[src/rtl/arbiter_pkg.sv]
`default_nettype none
// ============================================================================
//  Module      : arbiter_pkg
//  Description : Shared types and constants for the round-robin grant arbiter.
//  Revision    : 1.0 - initial release
// ============================================================================
package arbiter_pkg;

    // Arbiter control states; encoding 2'b11 is unused and treated as illegal.
    typedef enum logic [1:0] {
        ARB_IDLE   = 2'b00,
        ARB_GRANT  = 2'b01,
        ARB_REVOKE = 2'b10
    } ty_ARB_STATE;

    // Smallest legal grant tenure and requester count.
    localparam int unsigned C_MIN_TIMEOUT = 2;
    localparam int unsigned C_MIN_N_REQ   = 2;

    // Increment an index modulo n (used for the round-robin pointer).
    function automatic int unsigned wrap_inc(input int unsigned v, input int unsigned n);
        return (v + 1 >= n) ? 0 : v + 1;
    endfunction

endpackage
`default_nettype wire

[src/rtl/rr_priority_pick.sv]
`default_nettype none
// ============================================================================
//  Module      : rr_priority_pick
//  Description : Combinational rotating-priority picker. Finds the first set
//                request bit searching upward from the pointer, wrapping.
//  Revision    : 1.0 - initial release
// ============================================================================
module rr_priority_pick #(
    parameter int N_REQ = 4
) (
    input  logic [N_REQ-1:0]         i_req,
    input  logic [$clog2(N_REQ)-1:0] i_ptr,
    output logic [N_REQ-1:0]         o_onehot,
    output logic [$clog2(N_REQ)-1:0] o_idx,
    output logic                     o_valid
);

    localparam int IW = $clog2(N_REQ);

    logic [IW-1:0] w_pos;

    // Walk the requesters starting at the pointer; the first hit wins.
    always_comb begin
        o_onehot = '0;
        o_idx    = '0;
        o_valid  = 1'b0;
        w_pos    = '0;
        for (int k = 0; k < N_REQ; k++) begin
            w_pos = IW'((int'(i_ptr) + k) % N_REQ);
            if (!o_valid && i_req[w_pos]) begin
                o_valid         = 1'b1;
                o_idx           = w_pos;
                o_onehot[w_pos] = 1'b1;
            end
        end
    end

endmodule
`default_nettype wire

[src/rtl/rr_grant_arbiter.sv]
`default_nettype none
// ============================================================================
//  Module      : rr_grant_arbiter
//  Description : Round-robin arbiter with request/grant/revoke/release
//                handshake. One grant at a time; a holder is asked to give up
//                the resource after TIMEOUT_CYCLES when others are waiting.
//  Revision    : 1.0 - initial release
// ============================================================================
module rr_grant_arbiter
    import arbiter_pkg::*;
#(
    parameter int N_REQ          = 4,
    parameter int TIMEOUT_CYCLES = 16
) (
    input  logic                     i_ck,
    input  logic                     i_arst,
    input  logic [N_REQ-1:0]         i_req,
    input  logic [N_REQ-1:0]         i_release,
    input  logic [N_REQ-1:0]         i_revokeAck,
    output logic [N_REQ-1:0]         o_grant,
    output logic [N_REQ-1:0]         o_revoke,
    output logic                     o_busy,
    output logic [$clog2(N_REQ)-1:0] o_grantId
);

    localparam int IW = $clog2(N_REQ);
    localparam int CW = $clog2(TIMEOUT_CYCLES + 1);

    localparam logic [CW-1:0] C_CNT_SAT = CW'(TIMEOUT_CYCLES);
    localparam logic [CW-1:0] C_CNT_REV = CW'(TIMEOUT_CYCLES - 1);

    if (N_REQ < int'(C_MIN_N_REQ)) begin : g_bad_n_req
        $error("rr_grant_arbiter: N_REQ must be at least 2");
    end
    if (TIMEOUT_CYCLES < int'(C_MIN_TIMEOUT)) begin : g_bad_timeout
        $error("rr_grant_arbiter: TIMEOUT_CYCLES must be at least 2");
    end

    ty_ARB_STATE    state_q, state_d;
    logic [N_REQ-1:0] grant_q, grant_d;
    logic [N_REQ-1:0] revoke_q, revoke_d;
    logic             busy_q, busy_d;
    logic [IW-1:0]    grant_id_q, grant_id_d;
    logic [IW-1:0]    ptr_q, ptr_d;
    logic [CW-1:0]    cnt_q, cnt_d;

    logic [N_REQ-1:0] w_pick_onehot;
    logic [IW-1:0]    w_pick_idx;
    logic             w_pick_valid;
    logic             w_holder_rel;
    logic             w_holder_ack;
    logic             w_others_waiting;
    logic [IW-1:0]    w_next_ptr;
    logic [CW-1:0]    w_cnt_inc;

    rr_priority_pick #(
        .N_REQ (N_REQ)
    ) u_pick (
        .i_req    (i_req),
        .i_ptr    (ptr_q),
        .o_onehot (w_pick_onehot),
        .o_idx    (w_pick_idx),
        .o_valid  (w_pick_valid)
    );

    // Holder-qualified handshake inputs; pulses from non-holders are ignored.
    always_comb begin
        w_holder_rel     = i_release[grant_id_q];
        w_holder_ack     = i_revokeAck[grant_id_q];
        w_others_waiting = |(i_req & ~grant_q);
        w_next_ptr       = IW'(wrap_inc(int'(grant_id_q), N_REQ));
        w_cnt_inc        = (cnt_q == C_CNT_SAT) ? cnt_q : cnt_q + 1'b1;
    end

    // Next-state and registered-output computation.
    always_comb begin
        state_d    = state_q;
        grant_d    = grant_q;
        revoke_d   = revoke_q;
        busy_d     = busy_q;
        grant_id_d = grant_id_q;
        ptr_d      = ptr_q;
        cnt_d      = cnt_q;
        case (state_q)
            ARB_IDLE: begin
                if (w_pick_valid) begin
                    state_d    = ARB_GRANT;
                    grant_d    = w_pick_onehot;
                    grant_id_d = w_pick_idx;
                    busy_d     = 1'b1;
                    cnt_d      = '0;
                end
            end
            ARB_GRANT: begin
                cnt_d = w_cnt_inc;
                if (w_holder_rel) begin
                    // Release beats a coincident timeout.
                    state_d  = ARB_IDLE;
                    grant_d  = '0;
                    revoke_d = '0;
                    busy_d   = 1'b0;
                    ptr_d    = w_next_ptr;
                end else if (w_others_waiting && (cnt_q >= C_CNT_REV)) begin
                    // Tenure expired (or already saturated) with a waiter.
                    state_d  = ARB_REVOKE;
                    revoke_d = grant_q;
                end
            end
            ARB_REVOKE: begin
                if (w_holder_rel || w_holder_ack) begin
                    state_d  = ARB_IDLE;
                    grant_d  = '0;
                    revoke_d = '0;
                    busy_d   = 1'b0;
                    ptr_d    = w_next_ptr;
                end
            end
            default: begin
                state_d  = ARB_IDLE;
                grant_d  = '0;
                revoke_d = '0;
                busy_d   = 1'b0;
                cnt_d    = '0;
            end
        endcase
    end

    // State, pointer, counter and output registers with asynchronous reset.
    always_ff @(posedge i_ck or posedge i_arst) begin
        if (i_arst) begin
            state_q    <= ARB_IDLE;
            grant_q    <= '0;
            revoke_q   <= '0;
            busy_q     <= 1'b0;
            grant_id_q <= '0;
            ptr_q      <= '0;
            cnt_q      <= '0;
        end else begin
            state_q    <= state_d;
            grant_q    <= grant_d;
            revoke_q   <= revoke_d;
            busy_q     <= busy_d;
            grant_id_q <= grant_id_d;
            ptr_q      <= ptr_d;
            cnt_q      <= cnt_d;
        end
    end

    assign o_grant   = grant_q;
    assign o_revoke  = revoke_q;
    assign o_busy    = busy_q;
    assign o_grantId = grant_id_q;

endmodule
`default_nettype wire

[config.mk]
export PLATFORM = sky130hd
export DESIGN_NAME = rr_grant_arbiter
export DESIGN_NICKNAME = d
export VERILOG_FILES = /design/src/rtl/arbiter_pkg.sv /design/src/rtl/rr_priority_pick.sv /design/src/rtl/rr_grant_arbiter.sv
export SDC_FILE = /design/constraint.sdc
export NUM_CORES = 1
export LEC_CHECK = 0
export CAP_MARGIN = 20
export CORE_ASPECT_RATIO = 0.75
export CORE_MARGIN = 2
export CORE_UTILIZATION = 48
export DETAILED_ROUTE_END_ITERATION = 12
export GPL_ROUTABILITY_DRIVEN = 0
export PLACE_DENSITY = 0.79
export SETUP_SLACK_MARGIN = 0.3
export SLEW_MARGIN = 0
export SYNTH_ARGS = -nofsm -noshare
export SYNTH_HDL_FRONTEND = slang
export SYNTH_SLANG_ARGS = --single-unit
[constraint.sdc]
create_clock -name i_ck -period 3.1 [get_ports i_ck]
set_clock_uncertainty 0.15 [all_clocks]
set_input_delay 0.465 -clock i_ck [delete_from_list [all_inputs] [get_ports i_ck]]
set_output_delay 0.465 -clock i_ck [all_outputs]
set_load 0.02 [all_outputs]
==> key figures <==
Outcome
  – Status: finished, final reports clean

STA
  – Crit path time final: around 2.7 ns
  – Worst slew pin tran: 0.774 ns
  – Final hold violations: 0
  – Worst slew margin: between 40% and 50%
  – Max Slew Vio Count: 0
  – Achievable frequency: 375 MHz
  – Setup violators final: 0
  – RSZ-0062 raised after global routing: false
  – Final worst setup slack: 0.436 ns
  – Post-route clock period utilization: between 80% and 90%
  – Setup TNS: 0 ns

Power and ir drop
  – Static leakage: about 0.8 nW
  – Pwr/cell area: 1000 nW/µm²
  – Worst vdd rail ir drop: just over 0.0006 V

Floorplanning
  – # IOs: 25
  – Die W: between 60 and 70 µm
  – Initial core utilization: 50.8%
  – Row count: 17
  – Core area: between 2000 and 3000 µm²
  – Die height: about 53 µm
  – Die area: around 3600 µm²

Synth
  – FFs w/ async S/R, synth: 100%
  – Sequential area share after synthesis: about a third
  – Post-synth top area cell: dfrtp_1
  – Synthesized area per cell: roughly 10 µm²
  – Yosys top cell area share: around a third
  – Yosys warns: 0
  – Main synth FF type: dfrtp_1
  – Post-synthesis cell count: about 150
  – Area contributors post-synth: dfrtp_1, ha_1, mux4_2
  – Synth Net Count: 174
  – Synth Cell Area: 1510 µm²
  – EDFF count, synth: 0
  – Synthesized flop and latch total: 20
  – Synth cell types: 46

Global routing
  – Global-route wire length before repair: 6130 µm
  – Overflow after GRT: 0
  – Largest net degree at the start of global routing: 21
  – GRT Overall Usage: 23.3%
  – Initial antenna violation count: 0
  – Vias in the first global route: 1,267

Finish
  – Most frequent cells in the layout: clkdlybuf4s50_1, dfrtp_1, inv_1
  – Layout cell share with drive strength beyond 1: between 10% and 20%
  – N_diodes: 0
  – Design Area, Final: 1870 µm²
  – Most common cell after layout, fill and taps aside: clkdlybuf4s50_1
  – Area Overhead vs Synth: 23.7%
  – Fin nets: 200

Setup path
  – Worst endpoint data arrival time: about 2.7 ns
  – FF-to-FF path depth: 7
  – CP startpoint: ptr_q[1]$_DFFE_PP0P_
  – CP Launch Type: register
  – Critical path destination: o_grantId[1]$_DFFE_PP0P_
  – Kind of critical path: reg2reg
  – CP required: 3.08 ns
  – Reg2Reg Capture Point: o_grantId[1]$_DFFE_PP0P_
  – R2r startpoint: ptr_q[1]$_DFFE_PP0P_
  – R2R Setup Slk: around 0.44 ns
  – Crit path capture type: register
  – Crit Path Max Fanout: 7

Clocking
  – Max clock buf depth: 2
  – CTS Buf Count: 3
  – H-tree levels: 1
  – # clock sinks: 20
  – CTS tree: done
  – Worst-Skew Late Latency: 0.26 ns
  – CTS root buffer: clkbuf_8
  – CTS clk-pin slew, worst paths: around 0.070 ns

Routing
  – Vias: around 1.3k
  – WL final: 3540 µm
  – First DRT Iteration DRCs: 82
  – # DRC: 0
  – Antenna-violating nets left: 0
  – Vias per inst: roughly 6.2
  – Pre-Repair DR Iteration Count: 4
  – Wire per inst: 16.7 µm

Worst hold path
  – Class of the worst hold path: reg2reg

Placement
  – Post-Place Setup Slack: 0.159 ns
  – Dpl hpwl: 2730 µm
  – Dpl cell area: 1770 µm²
  – PortBufs: 24

Run
  – MaxCap Viol Count: 0
## repair_timing
action                     4_1_cts  5_1_grt
resized for setup                1        3
hold buffers                     0        0
buffers inserted                 0        1
pin swaps                        1        0
setup endpoints to repair        1       12
## area by class of cell
class                      instances  area (µm²)
clock inverter                     1        30.0
sequential                        20         502
tap                               38        47.5
inverter                          12        45.0
multi-input combinational        111         942
timing repair buffer              27         263
fill                             249        1110
clock buffer                       3        41.3
## through the flow
stage / power, mW / util (%) / cells / hold WS [ns]
4_1_cts: 1.82 / 62.0 / 211 / 0.366
6_report: 1.87 / 62.8 / 212 / 0.357
2_1_floorplan: 1.29 / - / 149 / 0.279
3_3_place_gp: 1.49 / 59.5 / 207 / 0.341
5_1_grt: 2.02 / 62.8 / 212 / 0.397
3_5_place_dp: 1.55 / 59.5 / 207 / 0.345
## where the power goes
group / internal (mW) / total (mW) / switching, mW
Clock: 0.173 / 0.259 / 0.0863
Sequential: 0.350 / 0.463 / 0.113
Combinational: 0.547 / 1.15 / 0.602
## cells by family after synthesis
family | Yosys count | synth area share (%)
compound gates | 48 | 25.1
simple gates | 41 | 14.2
flops | 20 | 33.1
buf+inv | 18 | 5.95
fa+ha+maj | 11 | 9.10
mux | 10 | 12.0
xor+xnor | 1 | 0.579
## synth_stat cells (2+ instances only)
master / number
inv_1: 12
nor2b_1: 3
nor2_1: 8
a221o_2: 6
nor3_1: 4
mux2_2: 2
nand2_1: 12
mux4_2: 5
mux2i_1: 2
a32oi_1: 2
clkbuf_1: 2
o2bb2ai_1: 4
o22ai_1: 3
o21ai_0: 9
ha_1: 11
a22oi_1: 4
nand2b_1: 5
a21oi_1: 3
or2_2: 2
dfrtp_1: 20
o22a_1: 2
a22o_1: 4
## state kept, by name (all words and copies together), names as in the netlist
signal and cells:
o_grantId 2, ptr_q 2, o_grant 4, o_revoke 4, state_q 2, o_busy 1, cnt_q 5
## how the worst min path moves through the flow
| stage | startpoint | endpoint | slack, ns | cells past startpoint |
|---|---|---|---|---|
| 2_1_floorplan | i_arst | cnt_q[0]$_DFFE_PP0P_ | 0.28 | 1 |
| 3_3_place_gp | o_revoke[1]$_DFFE_PP0P_ | o_revoke[1]$_DFFE_PP0P_ | 0.34 | 1 |
| 3_5_place_dp | o_revoke[3]$_DFFE_PP0P_ | o_revoke[3]$_DFFE_PP0P_ | 0.35 | 1 |
| 4_1_cts | o_revoke[3]$_DFFE_PP0P_ | o_revoke[3]$_DFFE_PP0P_ | 0.37 | 1 |
| 5_1_grt | o_busy$_DFFE_PP0P_ | o_busy$_DFFE_PP0P_ | 0.40 | 2 |
| 6_report | o_revoke[3]$_DFFE_PP0P_ | o_revoke[3]$_DFFE_PP0P_ | 0.36 | 1 |
## critical path, cell delays in order, from the launching register on
cell and delay, ns:
dfrtp_1 0.34, inv_1 0.14, ha_4 0.36, mux4_2 0.58, nor2b_1 0.40, o21a_1 0.19, nor4_1 0.05, o41ai_1 0.31
## layer usage
| metal | global-route usage [%] | wire (µm) | share of wire, % |
|---|---|---|---|
| met5 | 0 | 0 | 0 |
| met2 | 37.0 | 1680 | 48 |
| met3 | 6.02 | 261 | 7.4 |
| met4 | 7.52 | 59 | 1.7 |
| met1 | 31.0 | 1530 | 43 |
(Power assumes the default switching activity.)
